`config.mk`:
```
export PLATFORM = sky130hd
export DESIGN_NAME = writeback_buffer_flat
export DESIGN_NICKNAME = d
export VERILOG_FILES = /design/src/rtl/writeback_buffer_pkg.sv /design/src/rtl/writeback_buffer_if.sv /design/src/rtl/writeback_buffer_fwd_lookup.sv /design/src/rtl/writeback_buffer.sv /design/src/flat_wrapper.sv
export VERILOG_INCLUDE_DIRS = /design/src /design/src/rtl
export SDC_FILE = /design/constraint.sdc
export NUM_CORES = 1
export LEC_CHECK = 0
export CAP_MARGIN = 5
export CORE_UTILIZATION = 40
export DETAILED_ROUTE_END_ITERATION = 8
export PLACE_DENSITY_LB_ADDON = 0.25
export SKIP_CTS_REPAIR_TIMING = 1
export SLEW_MARGIN = 30
export SYNTH_ARGS = -nofsm -noshare
export SYNTH_HDL_FRONTEND = slang
export SYNTH_SLANG_ARGS = --single-unit
export TNS_END_PERCENT = 5
```
`constraint.sdc`:
```
create_clock -name clk -period 1.85 [get_ports clk]
set_clock_uncertainty 0.1 [all_clocks]
set_input_delay 0.37 -clock clk [delete_from_list [all_inputs] [get_ports clk]]
set_output_delay 0.37 -clock clk [all_outputs]
set_load 0.005 [all_outputs]
```
`src/rtl/constants.svh`:
```
// Shared register-file geometry for the core.
`ifndef WB_CONSTANTS_SVH
`define WB_CONSTANTS_SVH

`define REG_ADDR_SIZE 5
`define REG_SIZE      32
`define NUM_REGS      32

`endif

```
`src/rtl/writeback_buffer_pkg.sv`:
```
// Writeback buffer package: register-file widths and the buffered entry type.
package writeback_buffer_pkg;
`include "constants.svh"

    localparam int REG_ADDR_SIZE = `REG_ADDR_SIZE;
    localparam int REG_SIZE      = `REG_SIZE;

    // One pending register-file write.
    typedef struct packed {
        logic [REG_ADDR_SIZE-1:0] dst;
        logic [REG_SIZE-1:0]      data;
    } wb_entry_t;
endpackage

```
`src/rtl/writeback_buffer_if.sv`:
```
// Writeback buffer bus: load/ALU requests, register-file write port,
// forwarding lookup and occupancy status.
interface writeback_buffer_if
    import writeback_buffer_pkg::*;
#(
    parameter int DEPTH = 4
);
    localparam int CW = $clog2(DEPTH + 1);

    logic                     MemValid;
    logic [REG_ADDR_SIZE-1:0] MemReg;
    logic [REG_SIZE-1:0]      MemData;
    logic                     MemReady;

    logic                     AluValid;
    logic [REG_ADDR_SIZE-1:0] AluReg;
    logic [REG_SIZE-1:0]      AluData;
    logic                     AluReady;

    logic                     WriteEnable;
    logic [REG_ADDR_SIZE-1:0] WriteReg;
    logic [REG_SIZE-1:0]      WriteData;

    logic [REG_ADDR_SIZE-1:0] ReadRegA;
    logic [REG_ADDR_SIZE-1:0] ReadRegB;
    logic                     FwdHitA;
    logic                     FwdHitB;
    logic [REG_SIZE-1:0]      FwdDataA;
    logic [REG_SIZE-1:0]      FwdDataB;

    logic [CW-1:0]            Count;
    logic                     Full;
    logic                     Empty;

    // Pipeline side: issues requests and read addresses.
    modport master (
        output MemValid, MemReg, MemData, AluValid, AluReg, AluData, ReadRegA, ReadRegB,
        input  MemReady, AluReady, WriteEnable, WriteReg, WriteData,
        input  FwdHitA, FwdHitB, FwdDataA, FwdDataB, Count, Full, Empty
    );

    // Buffer side.
    modport slave (
        input  MemValid, MemReg, MemData, AluValid, AluReg, AluData, ReadRegA, ReadRegB,
        output MemReady, AluReady, WriteEnable, WriteReg, WriteData,
        output FwdHitA, FwdHitB, FwdDataA, FwdDataB, Count, Full, Empty
    );
endinterface

```
`src/rtl/writeback_buffer_fwd_lookup.sv`:
```
// Forwarding lookup for one read address. Entries arrive ordered oldest
// (index 0) to youngest; the youngest valid match wins.
module wb_fwd_lookup
    import writeback_buffer_pkg::*;
#(
    parameter int DEPTH = 4
) (
    input  wb_entry_t [DEPTH-1:0]     i_ent,
    input  logic [DEPTH-1:0]          i_vld,
    input  logic [REG_ADDR_SIZE-1:0]  i_addr,
    output logic                      o_hit,
    output logic [REG_SIZE-1:0]       o_data
);
    // Scan oldest to youngest so later matches overwrite earlier ones.
    always_comb begin
        o_hit  = 1'b0;
        o_data = '0;
        for (int k = 0; k < DEPTH; k++) begin
            if (i_vld[k] && (i_ent[k].dst == i_addr)) begin
                o_hit  = 1'b1;
                o_data = i_ent[k].data;
            end
        end
    end
endmodule

```
`src/rtl/writeback_buffer.sv`:
```
// Writeback buffer: merges load and ALU writebacks into a circular FIFO that
// drains into the register file one entry per cycle. Load requests have
// fixed priority over ALU requests.
// Optional forwarding lookup is built when WB_FORWARD_EN is defined.
module writeback_buffer
    import writeback_buffer_pkg::*;
#(
    parameter int DEPTH = 4
) (
    input logic          clk,
    input logic          rst,
    writeback_buffer_if.slave bus
);
    localparam int AW = $clog2(DEPTH);
    localparam int CW = $clog2(DEPTH + 1);

    logic [AW-1:0] r_head;
    logic [AW-1:0] r_tail;
    logic [CW-1:0] r_count;
    wb_entry_t     r_mem [DEPTH];

    logic      w_full;
    logic      w_empty;
    logic      w_enq;
    logic      w_deq;
    wb_entry_t w_enq_entry;

    assign w_full  = (r_count == CW'(DEPTH));
    assign w_empty = (r_count == '0);

    // Readiness depends only on registered occupancy, never on the same-cycle
    // dequeue, so a full buffer does not accept even while draining.
    assign bus.MemReady = !w_full && !rst;
    assign bus.AluReady = !w_full && !bus.MemValid && !rst;

    assign w_enq = (bus.MemValid && bus.MemReady) || (bus.AluValid && bus.AluReady);

    // Write is suppressed while reset is high so entries being discarded
    // never reach the register file.
    assign w_deq = !w_empty && !rst;

    // Select the accepted request; load wins whenever it is valid.
    always_comb begin
        w_enq_entry = '{dst: bus.AluReg, data: bus.AluData};
        if (bus.MemValid) begin
            w_enq_entry = '{dst: bus.MemReg, data: bus.MemData};
        end
    end

    assign bus.WriteEnable = w_deq;
    assign bus.WriteReg    = r_mem[r_head].dst;
    assign bus.WriteData   = r_mem[r_head].data;
    assign bus.Count       = r_count;
    assign bus.Full        = w_full;
    assign bus.Empty       = w_empty;

    // Pointer and occupancy state; pointers wrap naturally since DEPTH is 2^AW.
    always_ff @(posedge clk) begin
        if (rst) begin
            r_head  <= '0;
            r_tail  <= '0;
            r_count <= '0;
        end else begin
            if (w_enq) r_tail <= r_tail + AW'(1);
            if (w_deq) r_head <= r_head + AW'(1);
            r_count <= r_count + CW'(w_enq) - CW'(w_deq);
        end
    end

    // Entry storage, no reset: contents are meaningless outside head..tail.
    always_ff @(posedge clk) begin
        if (w_enq) r_mem[r_tail] <= w_enq_entry;
    end

`ifdef WB_FORWARD_EN
    wb_entry_t [DEPTH-1:0] w_age_ent;
    logic [DEPTH-1:0]      w_age_vld;

    // Present entries in age order starting at the head; only the first
    // Count of them are live.
    for (genvar k = 0; k < DEPTH; k++) begin : g_age
        assign w_age_ent[k] = r_mem[r_head + AW'(k)];
        assign w_age_vld[k] = (CW'(k) < r_count);
    end

    wb_fwd_lookup #(.DEPTH(DEPTH)) u_fwd_a (
        .i_ent  (w_age_ent),
        .i_vld  (w_age_vld),
        .i_addr (bus.ReadRegA),
        .o_hit  (bus.FwdHitA),
        .o_data (bus.FwdDataA)
    );

    wb_fwd_lookup #(.DEPTH(DEPTH)) u_fwd_b (
        .i_ent  (w_age_ent),
        .i_vld  (w_age_vld),
        .i_addr (bus.ReadRegB),
        .o_hit  (bus.FwdHitB),
        .o_data (bus.FwdDataB)
    );
`else
    logic w_unused_rd;

    // Forwarding disabled: ports stay, results tied off.
    assign w_unused_rd  = ^{bus.ReadRegA, bus.ReadRegB};
    assign bus.FwdHitA  = 1'b0;
    assign bus.FwdHitB  = 1'b0;
    assign bus.FwdDataA = '0;
    assign bus.FwdDataB = '0;
`endif
endmodule

```
`src/flat_wrapper.sv`:
```
// flat-port wrapper written by rule: the top's interface ports become plain ports
module writeback_buffer_flat import writeback_buffer_pkg::*;
#(
    parameter int DEPTH = 4
)
  (clk, rst, bus_MemValid, bus_MemReg, bus_MemData, bus_AluValid, bus_AluReg, bus_AluData, bus_ReadRegA, bus_ReadRegB, bus_MemReady, bus_AluReady, bus_WriteEnable, bus_WriteReg, bus_WriteData, bus_FwdHitA, bus_FwdHitB, bus_FwdDataA, bus_FwdDataB, bus_Count, bus_Full, bus_Empty);
  writeback_buffer_if #(.DEPTH(DEPTH)) bus_i ();
  input logic clk;
  input logic rst;
  input wire logic [$bits(bus_i.MemValid)-1:0] bus_MemValid;
  input wire logic [$bits(bus_i.MemReg)-1:0] bus_MemReg;
  input wire logic [$bits(bus_i.MemData)-1:0] bus_MemData;
  input wire logic [$bits(bus_i.AluValid)-1:0] bus_AluValid;
  input wire logic [$bits(bus_i.AluReg)-1:0] bus_AluReg;
  input wire logic [$bits(bus_i.AluData)-1:0] bus_AluData;
  input wire logic [$bits(bus_i.ReadRegA)-1:0] bus_ReadRegA;
  input wire logic [$bits(bus_i.ReadRegB)-1:0] bus_ReadRegB;
  output wire logic [$bits(bus_i.MemReady)-1:0] bus_MemReady;
  output wire logic [$bits(bus_i.AluReady)-1:0] bus_AluReady;
  output wire logic [$bits(bus_i.WriteEnable)-1:0] bus_WriteEnable;
  output wire logic [$bits(bus_i.WriteReg)-1:0] bus_WriteReg;
  output wire logic [$bits(bus_i.WriteData)-1:0] bus_WriteData;
  output wire logic [$bits(bus_i.FwdHitA)-1:0] bus_FwdHitA;
  output wire logic [$bits(bus_i.FwdHitB)-1:0] bus_FwdHitB;
  output wire logic [$bits(bus_i.FwdDataA)-1:0] bus_FwdDataA;
  output wire logic [$bits(bus_i.FwdDataB)-1:0] bus_FwdDataB;
  output wire logic [$bits(bus_i.Count)-1:0] bus_Count;
  output wire logic [$bits(bus_i.Full)-1:0] bus_Full;
  output wire logic [$bits(bus_i.Empty)-1:0] bus_Empty;
  assign bus_i.MemValid = bus_MemValid;
  assign bus_i.MemReg = bus_MemReg;
  assign bus_i.MemData = bus_MemData;
  assign bus_i.AluValid = bus_AluValid;
  assign bus_i.AluReg = bus_AluReg;
  assign bus_i.AluData = bus_AluData;
  assign bus_i.ReadRegA = bus_ReadRegA;
  assign bus_i.ReadRegB = bus_ReadRegB;
  assign bus_MemReady = bus_i.MemReady;
  assign bus_AluReady = bus_i.AluReady;
  assign bus_WriteEnable = bus_i.WriteEnable;
  assign bus_WriteReg = bus_i.WriteReg;
  assign bus_WriteData = bus_i.WriteData;
  assign bus_FwdHitA = bus_i.FwdHitA;
  assign bus_FwdHitB = bus_i.FwdHitB;
  assign bus_FwdDataA = bus_i.FwdDataA;
  assign bus_FwdDataB = bus_i.FwdDataB;
  assign bus_Count = bus_i.Count;
  assign bus_Full = bus_i.Full;
  assign bus_Empty = bus_i.Empty;
  writeback_buffer #(.DEPTH(DEPTH)) u_core (.clk(clk), .rst(rst), .bus(bus_i));
endmodule
```
==> metrics.txt <==
status=finished, violations left; failing checks=negative setup slack; min Tclk post-route=2.346 ns; Syn Area/Cell=just under 20 um^2; # rows=between 40 and 50; DRT Wirelength=approximately 13 mm; Vias=between 3000 and 4000; Synth Register Bits=157; H-tree depth=4; core area=~0.017 mm^2; CTS Buf Count=17; Post-synth EDFFs=~150; Crit Path Max Fanout=7; Port Buf Inserts=122; IO Pins=roughly 200; yosys synthesis warning count=0; unrepaired setup endpoints after global routing=true; GRT overflow=0; global-route wire length before repair=18.93 mm; worst skew pair latency=slightly above 0.4 ns; largest cells by area after synthesis=edfxtp_1 (66%), mux4_2 (12%), buf_4 (7.3%); Setup Viol. Count Final=a little over 40; Starting Density=40.88%; final worst setup slack=-0.4957 ns; die area=roughly 0.017 mm^2; die width=132.2 um; synth-to-layout area growth=34.35%; 1st-iter DRT viols=between 100 and 150; Yosys cell types=24; Worst VDD drop=0.8183 mV; DP Wirelength=between 8 and 9 mm; prevailing post-synth register cell=edfxtp_1; Leak=0.003351 uW; min-delay worst type=flip-flop to flip-flop; total power=between 10000 and 15000 uW; Final nets=between 600 and 700; clock sink total=between 150 and 200; worst hold slack=around 0.42 ns; ys async rst share=0%; Final Wtd Congestion=between 0.6 and 0.7; R2R Path Start=u_core.bus.Count[2]$_SDFF_PP0_; Worst EP required=between 1 and 1.5 ns; diode count=0; Clock Path Buffers=2; First-pass DRT Iterations=6; WS Path Type=flip-flop to primary output; MaxCap Viol Count=0; Slew Limit Fails=0; count leader, synth=edfxtp_1; highest clock rate=approximately 0.43 GHz; Hold Startpoint=u_core.r_tail[0]$_SDFFE_PP0P_; ratio of cells with drive above 1 in the final layout=39.45%; Critical Path AT=~1.9 ns; vias in the first global route=roughly 3500; CTS tree=built; pin count of the biggest net entering global routing=23; Total GRT Usage=roughly 15%; Synth Instances=350; DRC Markers=0; Vias per Instance=around 4.6; PwrDens=1313 mW/mm^2; most frequent cells after synthesis=edfxtp_1 (148), buf_4 (66), mux2_2 (37), mux4_2 (37), dfxtp_1 (9); initial antenna violation count=0; cell taking the most area after synthesis=edfxtp_1; Final Hold Fails=0; Clk pin slew, worst setup/hold paths=0.06 ns; ANT nets after route=0; Seq/Total Area, Yosys=68.22%; Cell Area, Synth=between 0.006 and 0.007 mm^2; Synth top area share=roughly 66%; die height=132.2 um; Final Core Density=54.92%; Final Cycle Share=126.8%; CP startpoint kind=flip-flop; Root Driver=clkbuf_16; CP Capture Type=primary output; per-cell routed wire length=16.94 um
-- final cells by class --
type | instances | area (um^2)
well taps | 220 | 275.3
fillers | 1335 | 7476
flip-flops and latches | 157 | 4641
multi-input cells | 173 | 1815
inverters | 6 | 22.52
clock buffers | 17 | 425.4
repair buffers | 177 | 1788
clock inverters | 15 | 140.1
-- critical path: stages (launching register included) --
cell	delay, ns
dfxtp_4	0.45
buf_6	0.13
clkbuf_16	0.14
buf_6	0.09
mux4_2	0.51
buf_6	0.14
-- power breakdown --
group / switching, uW / leakage [uW] / internal, uW / total (uW)
sequential: 200 / 0.00143 / 4490 / 4690
combinational: 1640 / 0.00166 / 2390 / 4020
clock: 1380 / 0.000263 / 1870 / 3250
total: 3220 / 0.00335 / 8740 / 12000
-- per-layer routing --
layer  part of all wire (%)  vias up  track usage [%]
li1                       -     1590                -
met1                     42     1762            18.11
met2                     50      163            24.66
met3                    7.0       11            4.460
met4                    1.0        0            5.364
met5                      0        -                0
-- per-stage QoR --
stage	instances	TNS (ns)	worst slack, ns	instance area [um^2]
finish	765	-15.11	-0.4957	9107
global route	765	-18.24	-0.5655	9107
CTS	735	-27.42	-0.7295	8852
detailed placement	703	-56.34	-0.3641	8287
global placement	703	-52.63	-0.3386	8287
floorplan	415	-3.354	-0.06488	7047
-- flip-flops by register name (all words and copies together), names as in the netlist, named ones only --
signal	count
u_core.r_mem	148
u_core.r_tail	2
u_core.r_head	2
u_core.bus.Count	3
-- cell usage in the layout, fill, tap and decap left out, types with 2 or more instances in the layout --
master	count
edfxtp_1	148
clkdlybuf4s50_1	78
conb_1	66
mux2_2	37
mux4_2	37
clkbuf_2	34
buf_6	21
clkbuf_16	20
buf_4	18
buf_12	14
nor2_1	7
dlymetal6s2s_1	6
inv_1	5
ha_1	5
and2_4	4
dfxtp_4	4
clkinvlp_4	4
clkinv_4	4
dfxtp_1	4
inv_6	3
nor3_4	2
xor2_1	2
nor2b_1	2
clkinv_1	2
buf_8	2
-- path summary, 6_finish.rpt --
kind / to / slack, ns / depth (start not counted)
worst min-delay path: u_core.r_tail[0]$_SDFFE_PP0P_ / 0.42 / 1
worst min register to register: u_core.r_tail[0]$_SDFFE_PP0P_ / 0.42 / 1
worst max-delay path: bus_WriteData[18] / -0.50 / 5
worst max register to register: u_core.bus.Count[1]$_SDFF_PP0_ / -0.03 / 7
-- kinds of logic after synthesis --
group,Yosys count,share of synthesized area [%]
adders and majority gates,7,1.403
xor gates and xnor gates,4,0.5169
muxes,76,18.81
other,1,0.05532
buffers and inverters,85,9.062
DFF,157,68.22
and+or+nand+nor,19,1.827
AOI/OAI and AO/OA,1,0.1108
No activity file was read; power rests on OpenSTA's default activity.
